===== src/rtl/ring_johnson_counter.sv =====
// rtl/ring_johnson_counter.sv - N-bit ring/Johnson shift counter with load, wrap and illegal flag
// Optional macro RING_SELF_CORRECT_EN: an enabled shift from an illegal state restarts at the start pattern.
module ring_johnson_counter #(
  parameter int           N    = 4,
  parameter logic [N-1:0] INIT = {{(N-1){1'b0}}, 1'b1}
) (
  input  logic         clk,
  input  logic         rst,
  input  logic         en,
  input  logic         mode,
  input  logic         dir,
  input  logic         load,
  input  logic [N-1:0] load_val,
  output logic [N-1:0] q,
  output logic         wrap,
  output logic         illegal
);

  logic [N-1:0] r_q;
  logic         r_wrap;

  logic [N-1:0] w_start;
  logic [N-1:0] w_shift;
  logic [N-1:0] w_next;
  logic         w_next_wrap;
  logic [N-2:0] w_edges;
  logic         w_ring_ok;
  logic         w_john_ok;
  logic         w_illegal;

  assign w_start = mode ? '0 : INIT;

  // Thermometer form has at most one boundary between adjacent bits.
  assign w_edges   = r_q[N-2:0] ^ r_q[N-1:1];
  assign w_john_ok = ((w_edges & (w_edges - (N-1)'(1))) == '0);
  assign w_ring_ok = (r_q != '0) && ((r_q & (r_q - N'(1))) == '0);
  assign w_illegal = mode ? !w_john_ok : !w_ring_ok;

  always_comb begin
    w_shift = r_q;
    case ({mode, dir})
      2'b00:   w_shift = {r_q[N-2:0], r_q[N-1]};
      2'b01:   w_shift = {r_q[0], r_q[N-1:1]};
      2'b10:   w_shift = {r_q[N-2:0], ~r_q[N-1]};
      default: w_shift = {~r_q[0], r_q[N-1:1]};
    endcase
  end

  always_comb begin
    w_next      = w_shift;
    w_next_wrap = (w_shift == w_start);
`ifdef RING_SELF_CORRECT_EN
    if (w_illegal) begin
      w_next      = w_start;
      w_next_wrap = 1'b0;
    end
`endif
  end

  always_ff @(posedge clk) begin
    if (!rst) begin
      r_q    <= w_start;
      r_wrap <= 1'b0;
    end else if (load) begin
      r_q    <= load_val;
      r_wrap <= 1'b0;
    end else if (en) begin
      r_q    <= w_next;
      r_wrap <= w_next_wrap;
    end else begin
      r_wrap <= 1'b0;
    end
  end

  assign q       = r_q;
  assign wrap    = r_wrap;
  assign illegal = w_illegal;

endmodule


===== config.mk =====
export PLATFORM = sky130hd
export DESIGN_NAME = ring_johnson_counter
export DESIGN_NICKNAME = d
export VERILOG_FILES = /design/src/rtl/ring_johnson_counter.sv
export SDC_FILE = /design/constraint.sdc
export NUM_CORES = 1
export LEC_CHECK = 0
export BUFFER_PORTS_ARGS = -buffer_cell sky130_fd_sc_hd__buf_2
export CAP_MARGIN = 10
export CORE_AREA = 3 3 40 42
export DETAILED_ROUTE_END_ITERATION = 12
export DIE_AREA = 0 0 43 45
export PLACE_DENSITY = 0.65
export SYNTH_ARGS = -nofsm -noshare
export SYNTH_HDL_FRONTEND = slang
export SYNTH_SLANG_ARGS = --single-unit

===== constraint.sdc =====
create_clock -name clk -period 1.1 [get_ports clk]
set_input_delay 0.11 -clock clk [delete_from_list [all_inputs] [get_ports clk]]
set_output_delay 0.11 -clock clk [all_outputs]
set_load 0.02 [all_outputs]

==> flow_summary.ini <==
[power]
p_leak_nw = 0.339
p_clk_share_pct = 25.9
pwr-share-seq_pct = 29.4
swShare_pct = 32.9
p_comb_share_pct = 44.6
p_sw_uw = 270
peakVddDrop_uv = 497
pwr_density_cell_mw_per_mm2 = 1110
internal_power_uw = 549

[floorplanning]
coreArea_mm2 = 0.00128
ios = 16
die_y_um = 45
initial_core_util_pct = 35.3
num_rows = 13
die-area_mm2 = 0.00194
chipWidth_um = 43

[sta]
hold_slack_ns = 0.147
maxSlewHeadroom_pct = 83.3
fin_crit_sh_pct = 151
finalSetupViolCount = 8
rsz0062_at_grt = yes
fin_ws_ns = -0.565
min_period_ns = 1.67
max_slew.worst_pin.slew_ns = 0.250
fin_skew_ns = 0.00744
drv_slew = 0
hold_viol = 0
max_freq_mhz = 601

[clock_network]
clk_pin_slew_ns = 0.05
clock_path_buffers = 2
root_buffer = clkbuf_4
h-tree-depth = 1
cts_sinks = 5
insertion_delay_ns = 0.24
tritoncts = done
cts_buffers = 3
holdBufCountCts = 0

[worst_setup_path]
critical-path-top-delay-family = flip-flops
path_max_fanout = 3
path_cells = buf_4 > ha_4 > o41a_1 > buf_6
r2r_slack_ns = -0.31
crit_arrival_ns = 1.56
start_kind = flip-flop
cp.required_ns = 0.99
worstReg2RegStart = q[1]
reg2reg_depth = 4
crit_buf_inv = 2
cpPeakStageDelay_ns = 0.44
slowest_stage = edfxtp_1
worstReg2RegEnd = q[0]
end_kind = primary output
crit_type = reg2out

[logic_synthesis]
synth_ff_type = edfxtp_1
synth_cell_types = 25
async_flop_share_pct = 0
synth_area_um2 = 454
ys_seq_elements = 5
synth-seq-area-share_pct = 30.9
synth_area_leader_cell = edfxtp_1
synth.area.top_cells = edfxtp_1, ha_1, inv_1
yosysWarnings = 0
avgSynthCellArea_um2 = 9.27
syn_nets = 64
synth_top_area_share_pct = 26.4
synthCells = 49
synth_edf_count = 4

[global_route]
grt_usage_pct = 13.2
overflow = 0
grt_max_degree = 8
antenna_found_initial = 0
grt_pass1_vias = 434
grt_pass1_wl_um = 1840

[finish]
drive_gt1_share_pct = 57.3
final_nets = 91
finalNonFillerCells = 90
final_cell_mix = buf_2, buf_4, nand2_1, ha_4, edfxtp_1
final_common_cell = buf_2
n_antenna_cell = 0
fillers = 118
syn_to_final_growth_pct = 62.0

[place]
place_congestion = 0.801
dp.cells = 83
place_hpwl_um = 829
io_buffers = 15

[detailed_routing]
first_iter_violations = 7
firstDrtPassIters = 4
postRouteAntennaNets = 0
drc = 0
routed_via_density = 4.84
routedWlPerCell_um = 12.5
routed_wl_um = 1120
num_vias = 436

[job]
max-cap-violations = 0

[hold_path]
whs_path_depth = 3
min_to = wrap
worstHoldStart = en
holdCritPathClass = in2reg

[status]
status = finished with violations
violations = setup timing
[cells by family (layout without fill, tap and decap cells)]
group                    after synthesis  count (layout)  synth area share (%)
AO/OA/AOI/OAI                         12              12                  20.4
flip-flops                             5               5                  30.9
XOR/XNOR                               2               2                  3.86
adder cells (fa/ha/maj)                5               5                  13.8
buffers and inverters                  8              34                  7.71
multiplexers                           2               2                  4.41
AND/OR/NAND/NOR                       15              15                  19.0
[tightest hold or removal path, stage by stage]
cell     delay (ns)
buf_2          0.10
nand3_1        0.07
nor3b_1        0.04
[worst max path at each step]
stage,startpoint,end,slack [ns],cells past startpoint
2_1_floorplan,q[1],illegal,-0.36,5
3_3_place_gp,q[1],illegal,-0.30,5
3_5_place_dp,q[1],illegal,-0.31,5
4_1_cts,q[1],illegal,-0.58,5
5_1_grt,q[1],illegal,-0.61,4
6_report,q[1],illegal,-0.57,4
[flip-flops by register name, indices dropped and copies added, names as in the netlist]
register	flops
q	4
wrap	1
[power by group through the flow]
stage / sequential (mW) / clock, mW / combinational, mW
final: 0.241 / 0.213 / 0.365
after global routing: 0.243 / 0.237 / 0.405
after CTS: 0.238 / 0.222 / 0.341
after detailed placement: 0.241 / 0 / 0.279
after global placement: 0.240 / 0 / 0.278
after floorplan: 0.268 / 0 / 0.156
[routing by layer]
metal / routed length (um) / track usage [%] / vias to the layer above / part of all wire [%]
li1: - / - / 234 / -
met1: 525 / 16.3 / 190 / 47
met2: 539 / 18.6 / 10 / 48
met3: 51 / 5.58 / 2 / 4.5
met4: 5 / 9.04 / 0 / 0.45
met5: 0 / 0 / - / 0
[cell type report]
| class | instances | area, um^2 | share of cell area (%) |
|---|---|---|---|
| inverter | 6 | 25.0 | 3.40 |
| timing repair buffer | 24 | 161 | 21.9 |
| multi-input combinational | 36 | 364 | 49.5 |
| sequential | 5 | 140 | 19.0 |
| tap | 15 | 18.8 | 2.55 |
| clock buffer | 4 | 26.3 | 3.57 |
[synthesized netlist by cell type (2+ instances only)]
| cell type | instances |
|---|---|
| ha_1 | 5 |
| nor2_1 | 3 |
| nand2_1 | 5 |
| nand3_1 | 2 |
| o211a_1 | 2 |
| mux2i_1 | 2 |
| o21ai_0 | 3 |
| inv_1 | 6 |
| a21oi_1 | 2 |
| edfxtp_1 | 4 |
[stage by stage]
step	utilization [%]	TNS, ns	instance area (um^2)	setup slack (ns)	total power [mW]
floorplan	-	-0.871	484	-0.359	0.424
global placement	47.5	-0.979	611	-0.296	0.518
detailed placement	47.5	-0.982	611	-0.313	0.520
CTS	55.0	-1.77	707	-0.579	0.801
global route	57.3	-2.07	736	-0.615	0.885
finish	57.3	-1.69	736	-0.565	0.819
[what timing repair did]
action,CTS,global route
pin swaps,3,6
buffers inserted,3,3
setup endpoints to repair,7,9
gates resized for setup,11,8
gates cloned,0,0
No activity file was read; power rests on OpenSTA's default activity.
